File: src/rtl/hack_alu_pipe.sv
// Two-stage pipelined Hack-style ALU with valid/ready flow control.
// Stage 1 conditions the operands (zx/nx/zy/ny), stage 2 computes and registers result and flags.
module hack_alu_pipe #(
    parameter int WIDTH = 16
) (
    input  logic             clk,
    input  logic             rst_n,
    input  logic             in_valid,
    output logic             in_ready,
    input  logic [WIDTH-1:0] x,
    input  logic [WIDTH-1:0] y,
    input  logic             zx,
    input  logic             nx,
    input  logic             zy,
    input  logic             ny,
    input  logic             f,
    input  logic             no,
    output logic             out_valid,
    input  logic             out_ready,
    output logic [WIDTH-1:0] out,
    output logic             zr,
    output logic             ng,
    output logic             co,
    output logic             ov
);

    function automatic logic [WIDTH-1:0] condition(
        input logic [WIDTH-1:0] v,
        input logic             z,
        input logic             n
    );
        logic [WIDTH-1:0] t;
        t = z ? '0 : v;
        return n ? ~t : t;
    endfunction

    logic             s1_valid;
    logic [WIDTH-1:0] s1_xf;
    logic [WIDTH-1:0] s1_yf;
    logic             s1_f;
    logic             s1_no;

    logic             s2_valid;

    logic             s1_adv;
    logic             s2_adv;

    logic [WIDTH:0]   sum;
    logic [WIDTH-1:0] r;
    logic [WIDTH-1:0] res;
    logic             co_next;
    logic             ov_next;

    // Ready ripples back combinationally so a full pipe still streams one beat per cycle.
    always_comb begin
        s2_adv   = !s2_valid || out_ready;
        s1_adv   = !s1_valid || s2_adv;
        in_ready = rst_n && s1_adv;
    end

    assign out_valid = s2_valid;

    always_ff @(posedge clk) begin
        if (!rst_n) begin
            s1_valid <= 1'b0;
            s1_xf    <= '0;
            s1_yf    <= '0;
            s1_f     <= 1'b0;
            s1_no    <= 1'b0;
        end else if (s1_adv) begin
            s1_valid <= in_valid;
            if (in_valid) begin
                s1_xf <= condition(x, zx, nx);
                s1_yf <= condition(y, zy, ny);
                s1_f  <= f;
                s1_no <= no;
            end
        end
    end

    // Carry and overflow describe the add itself, before the optional output inversion.
    always_comb begin
        sum     = {1'b0, s1_xf} + {1'b0, s1_yf};
        r       = s1_f ? sum[WIDTH-1:0] : (s1_xf & s1_yf);
        res     = s1_no ? ~r : r;
        co_next = s1_f & sum[WIDTH];
        ov_next = s1_f & (s1_xf[WIDTH-1] == s1_yf[WIDTH-1])
                       & (sum[WIDTH-1] != s1_xf[WIDTH-1]);
    end

    always_ff @(posedge clk) begin
        if (!rst_n) begin
            s2_valid <= 1'b0;
            out      <= '0;
            zr       <= 1'b0;
            ng       <= 1'b0;
            co       <= 1'b0;
            ov       <= 1'b0;
        end else if (s2_adv) begin
            s2_valid <= s1_valid;
            // An empty stage 1 leaves the last result on the outputs.
            if (s1_valid) begin
                out <= res;
                zr  <= (res == '0);
                ng  <= res[WIDTH-1];
                co  <= co_next;
                ov  <= ov_next;
            end
        end
    end

endmodule

File: config.mk
export PLATFORM = sky130hd
export DESIGN_NAME = hack_alu_pipe
export DESIGN_NICKNAME = d
export VERILOG_FILES = /design/src/rtl/hack_alu_pipe.sv
export SDC_FILE = /design/constraint.sdc
export NUM_CORES = 1
export LEC_CHECK = 0
export CORE_MARGIN = 1.5
export CORE_UTILIZATION = 35
export DETAILED_ROUTE_END_ITERATION = 16
export DONT_BUFFER_PORTS = 1
export GPL_TIMING_DRIVEN = 0
export PLACE_DENSITY_LB_ADDON = 0.3
export SLEW_MARGIN = 25
export SYNTH_ARGS = -nofsm -noshare
export SYNTH_HDL_FRONTEND = slang
export SYNTH_SLANG_ARGS = --single-unit
File: constraint.sdc
create_clock -name clk -period 8.4 [get_ports clk]
set_input_delay 1.26 -clock clk [delete_from_list [all_inputs] [get_ports clk]]
set_output_delay 1.26 -clock clk [all_outputs]
set_load 0.005 [all_outputs]
**Word level (Yosys, flattened, before mapping)**

Cells that the tools add are included.

- Flip-flop bits (word level): 56
- Latch bits: 0
- Memories: 0
- Memory bits (read-only): 0
- Bits of input ports: 42
- Output and inout bits: 22
- Memory bits (writable): 0

- $mul: 0
- Add/sub/neg operators: 1
- Eq/ne operators: 2
- Bitwise gates (word level): 7
- $lt $le $gt $ge: 0
- Muxes and demuxes: 6
- Reduce and logical (&&, ||, !) cells: 8
- Divide/modulo/power cells: 0
- Shift-type cells: 0

Operators by type and width:

| cell | number |
|---|---|
| $mux 16 | 6 |
| $not 16->16 | 3 |
| $add 16x16->17 | 1 |
| $and 16x16->16 | 1 |
| $logic_not 16->1 | 1 |
| $reduce_and 2->1 | 2 |
| $and 1x1->1 | 3 |
| $logic_not 1->1 | 2 |
| $logic_or 1x1->1 | 2 |
| $eq 1x1->1 | 1 |
| $logic_and 1x1->1 | 1 |
| $ne 1x1->1 | 1 |

**Depth between registers and ports, before layout**

Gate-level depths: netlist of run 1.

- Word-level depth: 5
- Mapped depth: 10

**Worst setup path after synthesis of run 1**

Ideal clock, no wire load.

- Path type: input to output
- Start point: in out_ready
- End point: out in_ready
- Setup slack: 5.436 ns
- Data required time: 7.140 ns
- Stages on the path: 3
- Arrival: 1.704 ns
- Path through: nor2b_1 -> nand2_1 -> and2_1

- Longest elaborated chain between the ends: 3

Ends and longest elaborated chain:

| item | line | text |
|---|---|---|
| start, declared | 19 | `input logic out_ready,` |
| $logic_or 1x1->1 | 56 | `s2_adv = !s2_valid \|\| out_ready;` |
| $logic_or 1x1->1 | 57 | `s1_adv = !s1_valid \|\| s2_adv;` |
| $logic_and 1x1->1 | 58 | `in_ready = rst_n && s1_adv;` |
| end, declared | 9 | `output logic in_ready,` |

Every way passes these cells.

**Final worst setup path of run 1**

- Start point: reg s1_xf[0]
- End point: reg zr

- Longest elaborated chain between the ends: 5
- Elaborated cells on any way between the ends: 6
- Those cells by class: add/sub: 1; mux: 2; bitwise: 2; reduce/logical: 1

Ends and longest elaborated chain:

| item | line | text |
|---|---|---|
| start, declared | 38 | `logic [WIDTH-1:0] s1_xf;` |
| start signal, assigned | 73 | `s1_xf <= condition(x, zx, nx);` |
| $add 16x16->17 or $and 16x16->16 (tied branches) | 83, 84 |  |
| $mux 16 * | 84 | `r = s1_f ? sum[WIDTH-1:0] : (s1_xf & s1_yf);` |
| $not 16->16 | 85 | `res = s1_no ? ~r : r;` |
| $mux 16 * | 85 |  |
| $logic_not 16->1 * | 104 | `zr <= (res == '0);` |
| end signal, assigned | 104 |  |
| end, declared | 21 | `output logic zr,` |

Every way passes the cells marked *; elsewhere a longest branch is shown, timed or not.
A chain may end at the register's enable or synchronous reset.

==> impl_metrics.yaml, run 1 <==
run_status:
  outcome: "complete, no violations"
yosys:
  synth_area_um2: 3850
  ys_top_cells_by_area: "dfxtp_1, xnor2_1, o211a_1, nand2_1, nor2b_1"
  synth_largest_area_cell: "dfxtp_1"
  ys_types: 57
  ys_seq_area_share_pct: 28.6
  synth_flop_cell: "dfxtp_1"
  synthDominantCellAreaShare_pct: 28.6
  synth_seq_cells: 55
  yosysMostFrequentCell: "nand2_1"
  synthesis.instances: 458
  avgSynthCellArea_um2: 8.40
  synth-edff-count: 0
  yosys_warnings: 0
  synth_fp_nets: 517
  synth_commonest_cells: "nand2_1, dfxtp_1, xnor2_1"
  async_reset_ff_share_pct: 0
timing:
  finalSetupViolCount: 0
  finClkSkew_ns: 0.0136
  period_minus_slack_ns: 3.09
  slew_headroom_pct: 55.1
  worst_hold_slack_ns: 0.493
  grt_setup_unrepaired: "false"
  tightest_slew_ns: 0.669
  drv_slew: 0
  setup-tns-final_ns: 0
  fmax_ghz: 0.323
  hold_viol_final: 0
  finalCritPeriodShare_pct: 36.8
clock_tree:
  postCtsSetupRepairBufs: 0
  numCtsBuffers: 5
  clkSinkCount: 55
  cts_tree: "built"
  ctsLongestPathBuffers: 2
  ctsResizeCount: 0
  htreeDepth: 2
  worstSkewPairLatency_ns: 0.32
  hold_buffers: 0
  cts-root-buf: "clkbuf_8"
  clk_pin_slew_worst_paths_ns: 0.12
routing:
  wl_per_cell_um: 14.8
  drt_iter0_drc: 187
  firstDrtPassIters: 5
  num_vias: 3127
  drc: 0
  ant_nets: 0
  drt_wl_total_um: 8990
  drt-vias-per-instance: 5.16
place:
  place_congestion: 0.865
  placement.io_buffers: 0
  dp_cells: 598
  hpwl_um: 7350
die:
  pin_count: 64
  die_w_um: 108
  die_h_um: 108
  start_util_pct: 35.6
  die_area_um2: 11600
  core_um2: 10800
  rows: 38
hold_path:
  holdCritPathClass: "reg2reg"
  min_from: "out[3]$_SDFFE_PN0P_"
  hold_path_depth: 2
  hold-path-endpoint: "out[3]$_SDFFE_PN0P_"
global_routing:
  grt_usage_pct: 16.2
  grt_pass1_wl_um: 15100
  antenna_found_initial: 0
  grt_overflow_total: 0
  grt_pass1_vias: 3132
  grt_max_degree: 18
pwr:
  swShare_pct: 33.2
  ir_worst_vdd_uv: 72.3
  switchingPower_mw: 0.205
  seq_power_share_pct: 47.1
  power.leakage_nw: 1.78
  intPower_mw: 0.414
  pwr-share-comb_pct: 27.4
  clkPwrFrac_pct: 25.5
  power.density_nw_per_um2: 151
finish:
  drive_gt1_share_pct: 5.15
  num-fill-cells: 1107
  area_delta_synth_final_pct: 6.86
  fin_nets: 524
  layout.cells.non_filler: 606
  diodes: 0
critical_path:
  worstReg2RegStart: "s1_xf[0]$_SDFFE_PN0P_"
  r2r_slack_ns: 5.31
  regToRegEndpoint: "zr$_SDFFE_PN0P_"
  r2r_cells: 10
  arrival_ns: 3.34
  cp-start-kind: "register"
  cp_max_fo: 4
  worstPathRequired_ns: 8.65
  worstSetupEndpointType: "register"
  crit_type: "reg2reg"
flow_run:
  cap_violations: 0
per-stage QoR:
stage	area (µm²)	utilization [%]	total power, mW	setup slack, ns
2_1_floorplan	3850	-	0.431	5.44
3_3_place_gp	4020	37.3	0.464	5.38
3_5_place_dp	4020	37.3	0.467	5.34
4_1_cts	4110	38.1	0.623	5.32
5_1_grt	4110	38.1	0.656	5.12
6_report	4110	38.1	0.619	5.31
kinds of logic after synthesis:
group,Yosys count,synth area share [%]
buf+inv,40,4.88
simple gates,169,22.9
compound gates,113,22.8
fa+ha+maj,17,5.73
mux,11,2.99
flops,55,28.6
xor+xnor,53,12.1
power groups by stage:
| stage | sequential, mW | combinational, mW | clock, mW |
|---|---|---|---|
| 2_1_floorplan | 0.293 | 0.138 | 0 |
| 3_3_place_gp | 0.297 | 0.166 | 0 |
| 3_5_place_dp | 0.298 | 0.170 | 0 |
| 4_1_cts | 0.292 | 0.171 | 0.161 |
| 5_1_grt | 0.294 | 0.190 | 0.172 |
| 6_report | 0.292 | 0.170 | 0.158 |
layout make-up:
class	instances	area [µm²]	area share, %
clock buffers	6	72.6	1.77
well taps	140	175	4.26
plain buffers	33	161	3.93
inverters	7	26.3	0.639
multi-input cells	363	2560	62.2
flip-flops and latches	55	1100	26.8
clock inverters	2	16.3	0.396
state kept, by name (all words and copies together) (netlist names):
name / count
co: 1
s1_valid: 1
s1_xf: 16
out_valid: 1
zr: 1
s1_yf: 16
ov: 1
s1_f: 1
s1_no: 1
out: 16
routing by layer:
metal	track usage [%]	vias up	wire, µm
li1	-	1619	-
met5	0	-	0
met1	21.1	1401	4220
met4	4.14	0	128
met2	27.3	96	4090
met3	3.27	11	544
worst max-delay path, cell delays in order (launching register included):
cell and delay (ns):
dfxtp_1 0.34, ha_1 0.25, fa_1 0.43, a21o_1 0.18, a21oi_1 0.20, xnor2_1 0.17, mux2i_1 0.14, xnor2_1 0.17
or4_1 0.54, a2111o_1 0.43, o31ai_2 0.18
cells in the final DEF, fill, tap and decap left out, types with 3 or more instances in the layout:
cell,Yosys,final
xor2_1,7,7
a21o_1,3,3
or4_1,3,3
o21ai_0,17,17
xnor2_1,46,46
or3_1,3,3
a21oi_1,17,17
ha_1,16,16
nor3_1,4,4
nand3_1,6,6
clkbuf_1,21,22
a211oi_1,3,3
nor2_1,14,14
a31oi_1,4,4
dfxtp_1,55,55
buf_1,5,5
o31ai_1,3,3
nor2b_1,41,41
inv_1,7,7
o211a_1,35,35
and2_1,12,12
nor4_1,4,4
clkbuf_8,2,7
nand2_1,70,70
a21boi_0,10,10
mux2i_1,9,9
worst max path at each step:
stage,end,from,slack (ns),cells after the start
global placement,in_ready,out_ready,5.38,3
detailed placement,zr$_SDFFE_PN0P_,s1_xf[4]$_SDFFE_PN0P_,5.34,9
global route,zr$_SDFFE_PN0P_,s1_xf[4]$_SDFFE_PN0P_,5.12,9
CTS,zr$_SDFFE_PN0P_,s1_xf[0]$_SDFFE_PN0P_,5.32,10
finish,zr$_SDFFE_PN0P_,s1_xf[0]$_SDFFE_PN0P_,5.31,10
floorplan,in_ready,out_ready,5.44,3
Note: power is estimated with default switching activity, not from simulation.
==> inputs of run 2 (changes only) <==
Clock period 8.4 ns to 2.8 ns, I/O delays scaled along.
==> impl_metrics.yaml, run 2 (synthesis gave the netlist of run 1 again) <==
finish:
  postLayoutCellArea_um2: 4440
  area_delta_synth_final_pct: 15.3
  fin_nets: 539
  diodes: 0
  top_regs: "out x16, s1_xf x16, s1_yf x16"
  fin_util_pct: 41.1
  drive_gt1_share_pct: 13.3
  mostFrequentLayoutCells: "nand2_1, dfxtp_1, xnor2_1"
  seq_area_um2: 1110
  num-fill-cells: 1084
  multi_input_area_um2: 2750
  layout_commonest_cell: "nand2_1"
global_routing:
  grt_overflow_total: 0
  grt_max_degree: 18
  grt_pass1_vias: 3273
  grt_usage_pct: 16.7
  grt_pass1_wl_um: 15600
  antenna_found_initial: 0
clock_tree:
  ctsLongestPathBuffers: 2
  cts-root-buf: "clkbuf_8"
  numCtsBuffers: 5
  worstSkewPairLatency_ns: 0.32
  cts_tree: "built"
  htreeDepth: 2
  clkSinkCount: 55
  hold_buffers: 0
  clk_pin_slew_worst_paths_ns: 0.12
die:
  rows: 38
  start_util_pct: 35.6
  pin_count: 64
  die_area_um2: 11600
  die_h_um: 108
  die_w_um: 108
  core_um2: 10800
timing:
  layout_setup_ws_ns: -0.0146
  hold_viol_final: 0
  grt_setup_unrepaired: "true"
  finalCritPeriodShare_pct: 101
  setup-tns-final_ns: -0.0146
  finalSetupViolCount: 1
  period_minus_slack_ns: 2.81
  drv_slew: 0
  fmax_ghz: 0.355
  finClkSkew_ns: 0.0171
  tightest_slew_ns: 0.645
  slew_headroom_pct: 57.0
routing:
  drt_wl_total_um: 9390
  drt-vias-per-instance: 5.16
  drc: 0
  wl_per_cell_um: 15.1
  ant_nets: 0
  num_vias: 3204
  drt_iter0_drc: 214
  firstDrtPassIters: 4
place:
  placed_area_um2: 4020
  hpwl_um: 7350
  placement.io_buffers: 0
  place_congestion: 0.865
hold_path:
  holdCritPathClass: "in2reg"
run_status:
  outcome: "finished with violations"
  violations: "negative setup slack"
pwr:
  power.leakage_nw: 1.89
  pwr-share-comb_pct: 30.2
  power.density_nw_per_um2: 437
  power_mw: 1.94
  intPower_mw: 1.29
  swShare_pct: 33.5
  ir_worst_vdd_uv: 220
  seq_power_share_pct: 45.3
  switchingPower_mw: 0.650
  clkPwrFrac_pct: 24.4
critical_path:
  cp-start-kind: "register"
  worstSetupEndpointType: "register"
  arrival_ns: 3.06
  cp_max_fo: 5
  crit_type: "reg2reg"
  worstPathRequired_ns: 3.05
flow_run:
  cap_violations: 0
[run 2: changes by cell type in the layout (fill, tap and decap cells not counted), sizes merged]
| cell | change |
|---|---|
| buf | +16 |
| clkbuf | -1 |
[run 2: final cells by class]
cell class	instances	area share (%)
clock buffer	6	1.64
buffer	32	3.55
sequential	55	25.0
timing repair buffer	16	2.79
clock inverter	2	0.367
inverter	7	0.592
tap	140	3.95
multi-input combinational	363	62.1
[run 2: per-layer routing]
layer	track usage [%]	wire length, µm	vias to the layer above
met4	4.32	119	0
met5	0	0	-
met2	28.4	4380	86
li1	-	-	1647
met1	21.6	4430	1460
met3	3.27	472	11
[run 2: timing repair]
| action | 4_1_cts | 5_1_grt |
|---|---|---|
| setup buffers | 11 | 5 |
| pin swaps | 14 | 15 |
| endpoints found under the hold margin | 0 | 0 |
| gates resized for setup | 22 | 17 |
| endpoints found under the setup margin | 3 | 7 |
| gates cloned | 0 | 0 |
[run 2: power groups by stage]
stage	logic, mW	clock network (mW)	registers [mW]
3_5_place_dp	0.509	0	0.893
5_1_grt	0.649	0.515	0.887
3_3_place_gp	0.499	0	0.892
4_1_cts	0.554	0.482	0.879
2_1_floorplan	0.415	0	0.879
6_report	0.586	0.473	0.879
[run 2: critical path, cell delays in order, from the launching register on]
cell and delay (ns):
dfxtp_4 0.37, ha_4 0.16, buf_6 0.11, a211o_1 0.31, a21bo_4 0.25, a2111oi_4 0.43
o2111ai_1 0.14, nor3b_4 0.20, nand4b_1 0.18, a2111o_1 0.41, o31ai_2 0.18
[run 2: worst paths after layout]
kind	startpoint	endpoint	slack, ns	cells past startpoint
hold / removal	in_valid	s1_valid$_SDFFE_PN0N_	0.26	2
setup reg to reg	s1_xf[0]$_SDFFE_PN0P_	zr$_SDFFE_PN0P_	-0.01	10
setup / recovery	s1_xf[0]$_SDFFE_PN0P_	zr$_SDFFE_PN0P_	-0.01	10
hold reg to reg	out[3]$_SDFFE_PN0P_	out[3]$_SDFFE_PN0P_	0.49	2
[run 2: metrics by stage]
| stage | hold slack (ns) | std cells | worst slack [ns] |
|---|---|---|---|
| 2_1_floorplan | 0.457 | 458 | 0.0391 |
| 3_3_place_gp | 0.483 | 598 | -0.218 |
| 3_5_place_dp | 0.486 | 598 | -0.264 |
| 4_1_cts | 0.260 | 617 | -0.0643 |
| 5_1_grt | 0.280 | 621 | -0.130 |
| 6_report | 0.259 | 621 | -0.0146 |
==> inputs of run 3 (changes only) <==
Settings changed: ABC_CLOCK_PERIOD_IN_PS set to 2800, DONT_BUFFER_PORTS 1 to not set.
==> impl_metrics.yaml, run 3 (synthesis gave the netlist of run 1 again) <==
run_status:
  outcome: "finished with violations"
  violations: "negative setup slack"
routing:
  wl_per_cell_um: 13.5
  firstDrtPassIters: 4
  drc: 0
  num_vias: 3348
  drt-vias-per-instance: 4.98
  drt_wl_total_um: 9040
  drt_iter0_drc: 170
  ant_nets: 0
place:
  pre_cts_ws_ns: -0.247
  place_congestion: 0.827
  hpwl_um: 7330
  placement.io_buffers: 61
  dp_cells: 659
critical_path:
  cp_max_fo: 4
  r2r_slack_ns: -0.10
  cp-start-kind: "register"
  r2r_cells: 10
  crit_type: "reg2reg"
  worstSetupEndpointType: "register"
  worstReg2RegStart: "s1_xf[0]$_SDFFE_PN0P_"
  arrival_ns: 3.14
  worstPathRequired_ns: 3.04
  regToRegEndpoint: "zr$_SDFFE_PN0P_"
die:
  die_area_um2: 11600
  core_um2: 10800
  start_util_pct: 35.6
  pin_count: 64
  rows: 38
  die_h_um: 108
  die_w_um: 108
timing:
  drv_slew: 0
  hold_viol_final: 0
  grt_setup_unrepaired: "true"
  finClkSkew_ns: 0.00768
  tightest_slew_ns: 0.664
  slew_headroom_pct: 55.7
  fmax_ghz: 0.344
  period_minus_slack_ns: 2.90
  finalSetupViolCount: 1
  finalCritPeriodShare_pct: 104
  layout_setup_ws_ns: -0.104
global_routing:
  grt_usage_pct: 16.2
  grt_pass1_wl_um: 15300
  antenna_found_initial: 0
  grt_use_met2_pct: 28.3
  grt_overflow_total: 0
  use_met3_pct: 2.60
  grt_max_degree: 18
  top_usage_layer: "met2"
  met1_usage_pct: 21.3
  grt_pass1_vias: 3195
hold_path:
  holdCritPathClass: "reg2reg"
  hold-path-endpoint: "out[3]$_SDFFE_PN0P_"
  min_from: "out[3]$_SDFFE_PN0P_"
  hold_path_depth: 2
finish:
  layout.cells.non_filler: 672
  mostFrequentLayoutCells: "nand2_1, clkdlybuf4s50_1, dfxtp_1"
  fin_nets: 590
  fin_util_pct: 45.4
  layout_commonest_cell: "nand2_1"
  area_delta_synth_final_pct: 27.4
  drive_gt1_share_pct: 9.02
  top_regs: "out x16, s1_xf x16, s1_yf x16"
  diodes: 0
clock_tree:
  worstSkewPairLatency_ns: 0.31
  cts_tree: "built"
  hold_buffers: 0
  ctsLongestPathBuffers: 2
  htreeDepth: 2
  clk_pin_slew_worst_paths_ns: 0.11
  cts-root-buf: "clkbuf_8"
  numCtsBuffers: 5
  clkSinkCount: 55
pwr:
  power.density_nw_per_um2: 401
  power.leakage_nw: 2.06
  ir_worst_vdd_uv: 232
flow_run:
  cap_violations: 0
[run 3: cell count changes in the layout (fill, tap and decap cells not counted), moves of 2 or more]
cell,before,now
buf_4,17,7
clkdlybuf4s50_1,0,61
a21oi_4,2,0
dfxtp_4,2,0
ha_4,4,2
[run 3: routing by layer]
metal | part of all wire (%) | wire [µm]
met4 | 0.46 | 42
met1 | 47 | 4260
met3 | 4.7 | 426
met5 | 0 | 0
met2 | 48 | 4310
[run 3: power by group]
part	internal [mW]	switching, mW
clock network	0.181	0.278
registers	0.836	0.0386
logic	0.317	0.314
[run 3: cell type report]
cell class              count  area, µm²
clock inverters             2       16.3
clock buffers               6       72.6
flip-flops and latches     55       1100
repair buffers             66        648
well taps                 140        175
multi-input cells         363       2700
fillers                  1084       5890
plain buffers              33        161
inverters                   7       26.3
[run 3: metrics by stage]
step                      instance area [µm²]  power [mW]  TNS [ns]  hold slack, ns
after floorplan                          3850        1.29         0           0.457
after global placement                   4630        1.47    -0.342           0.460
after detailed placement                 4630        1.48    -0.401           0.462
after CTS                                4860        1.96    -0.104           0.477
after global routing                     4900        2.08    -0.254           0.505
final                                    4900        1.97    -0.104           0.470
[run 3: worst max path at each step]
| stage | startpoint | to | slack (ns) | cells past startpoint |
|---|---|---|---|---|
| 3_5_place_dp | s1_xf[0]$_SDFFE_PN0P_ | zr$_SDFFE_PN0P_ | -0.25 | 10 |
| 5_1_grt | s1_xf[0]$_SDFFE_PN0P_ | zr$_SDFFE_PN0P_ | -0.21 | 11 |
| 4_1_cts | s1_yf[0]$_SDFFE_PN0P_ | zr$_SDFFE_PN0P_ | -0.10 | 10 |
| 3_3_place_gp | s1_xf[0]$_SDFFE_PN0P_ | zr$_SDFFE_PN0P_ | -0.23 | 9 |
| 2_1_floorplan | s1_xf[0]$_SDFFE_PN0P_ | zr$_SDFFE_PN0P_ | 0.04 | 10 |
| 6_report | s1_xf[0]$_SDFFE_PN0P_ | zr$_SDFFE_PN0P_ | -0.10 | 10 |
[run 3: worst max-delay path, stage by stage, from the launching register on]
cell and delay, ns:
dfxtp_2 0.35, ha_4 0.16, fa_2 0.39, a21oi_2 0.20
o211a_4 0.23, nor4_4 0.06, or4_4 0.56, a31oi_4 0.17
xnor2_1 0.12, a2111o_1 0.43, o31ai_2 0.17
[run 3: timing repair]
action / 4_1_cts / 5_1_grt
setup buffers: 5 / 0
gates resized for setup: 17 / 10
endpoints found under the setup margin: 4 / 5
pin swaps: 8 / 0
==> patch (config.mk and constraints of run 2) <==
Reset style: asynchronous (`rst_n`), changed in 2 clocked blocks.
--- a/src/rtl/hack_alu_pipe.sv
+++ b/src/rtl/hack_alu_pipe.sv
@@ -62,3 +62,3 @@
 
-    always_ff @(posedge clk) begin
+    always_ff @(posedge clk or negedge rst_n) begin
         if (!rst_n) begin
@@ -90,3 +90,3 @@
 
-    always_ff @(posedge clk) begin
+    always_ff @(posedge clk or negedge rst_n) begin
         if (!rst_n) begin
Behaviour: differs if rst_n is asserted again (counterexample within 4 cycles, from zero or initial values and one cycle with rst_n low); with rst_n held inactive, the same outputs for 10 cycles.
==> patch against run 2 <==
- area after synthesis rose by 4.8%
- the run still ends with setup timing left
- worst setup slack got worse by 150 ps
- sequential share of layout area rose by 5.4 points
- highest routed layer unchanged
- wire length down 1.0%
- final area is 1.7% higher
- sequential cell count stayed put
Power is not compared: it rests on default switching activity, and its combinational part moved more than twofold at a synthesized area within 25%.
==> patch: results (changes against run 2) <==
Logic synthesis
  – Synth cell types: 67 (+18%)
  – Sequential area share after synthesis: 34.1% (+5.5 points)
  – Ys Warns: 0 (unchanged)
  – Top cells by count, synth: nand2_1 (66), dfrtp_1 (55), xnor2_1 (47)
  – Syn nets: 512 (-0.97%)
  – Ys async rst share: 100% (+100 points)
  – Dominant cells by area after synthesis: dfrtp_1 (34%), xnor2_1 (10%), nand2_1 (6.1%)
  – Top FF cell, synth: dfrtp_1

Global route
  – Largest net degree at the start of global routing: 56 (+38)
  – Initial antenna violation count: 0 (unchanged)
  – GRT Total Usage: 16.1% (-0.60 points)
  – First-pass GRT wire length: 15,200 um (-2.2%)
  – Vias in the first global route: 3,186 (-2.7%)

Timing
  – Min Hold Slack: 231 ps (-27.6 ps)
  – Layout Skew: 6.76 ps (-10.3 ps)
  – Setup ws final: -162 ps (-147 ps)
  – Setup violators final: 2 (+1)
  – Slew headroom: 56.6% (-0.37 points)

Detailed routing
  – DR WL/cell: 15.2 um (+0.60%)
  – First drt pass iteration count: 6 (+2)
  – WL met2: 4260 um (-2.7%)
  – Met3 WL: 592 um (+25%)
  – Max Used Layer: met4
  – Post-Route M1 WL: 4360 um (-1.5%)
  – Starting DRC count in detailed routing: 173 (-19%)
  – Vias per cell: 5.23 (+1.3%)

Cells and area
  – Biggest regs: out x16, s1_xf x16, s1_yf x16
  – Layout cells sized above 1: 12.6% (-0.70 points)
  – Final #Nets: 526 (-2.4%)
  – Antenna cells: 0 (unchanged)

Setup path
  – Arrival time worst endpoint: 3180 ps (+120 ps)
  – Slowest cell delay on critical path: 420 ps
  – Worst path top cell family by delay: compound AO/OA/AOI/OAI gates
  – CP max-delay cell: dfrtp_1
  – Worst-path fanout max: 5 (unchanged)

Pwr
  – Combinational gate power: about 1400 uW
  – VDD IR-drop max: approximately 0.50 mV
  – Leakage: ~0.0018 uW
  – Clock Power: about 720 uW
  – Switching Share: a little under two fifths

Clock network
  – Clock insertion delay at the later pin of the skew report: 290 ps (-30 ps)
  – CTS max path bufs: 2 (unchanged)
  – Root Driver: clkbuf_16
  – Num CTS Buffers: 5 (unchanged)
  – CTS H-Tree Depth: 2 (unchanged)
  – Clock transition at path regs: 70 ps (-50 ps)

Placed design
  – HPWL Detailed: 7470 um (+1.5%)
  – DP Worst Slack: -204 ps (+60.2 ps)
  – Buffers on Ports: 0 (unchanged)
  – Dpl cell area: 4220 um2 (+4.8%)
  – Final Wtd Congestion: 0.817 (-5.6%)

Min path
  – HP Class: in2reg

Run status
  – Status: complete, but fails checks
  – Failing checks: setup timing
patch: metal layers:
metal	vias up	track usage, %
met5	-	0
met4	0	3.75
met3	10	3.47
met2	79	26.3
met1	1487	21.8
li1	1617	-
patch: stage by stage:
step	instances	setup TNS [ps]	util [%]	total power, uW
finish	611	-231	39.9	3290
global route	611	-449	39.9	3530
CTS	611	-151	39.7	3290
detailed placement	596	-280	37.2	2490
global placement	596	-191	37.2	2460
floorplan	453	0	-	2190
patch: path summary, 6_finish.rpt:
check,start,cells past startpoint,end
setup / recovery,s1_yf[0]$_DFFE_PN0P_,11,zr$_DFFE_PN0P_
hold / removal,in_valid,1,s1_valid$_DFFE_PN0N_
setup reg to reg,s1_yf[0]$_DFFE_PN0P_,11,zr$_DFFE_PN0P_
hold reg to reg,s1_xf[7]$_DFFE_PN0P_,2,s1_xf[7]$_DFFE_PN0P_
max in group asynchronous,rst_n,2,s1_yf[12]$_DFFE_PN0P_
min in group asynchronous,rst_n,2,out[11]$_DFFE_PN0P_
patch: area by class of cell:
class / count / area (um2)
Fill cell: 1147 / 6810
Timing Repair Buffer: 7 / 75.1
Multi-Input combinational cell: 363 / 2510
Tap cell: 143 / 179
Clock inverter: 3 / 47.5
Clock buffer: 5 / 125
Buffer: 28 / 175
Inverter: 7 / 26.3
Sequential cell: 55 / 1380
patch: logic make-up after synthesis:
group,Yosys count,synth area share (%)
flip-flops,55,34.1
adder cells (fa/ha/maj),17,5.46
AND/OR/NAND/NOR,177,23.3
AO/OA/AOI/OAI,110,18.7
buffers and inverters,35,5.00
multiplexers,12,3.20
XOR/XNOR,47,10.2
patch: what timing repair did:
item                                    in CTS  in global routing
hold buffers                                 2                  0
endpoints found under the setup margin       3                  3
buffers inserted                             5                  0
resized for setup                            6                  3
hold endpoints to repair                    55                  0
pin swaps                                    1                  1
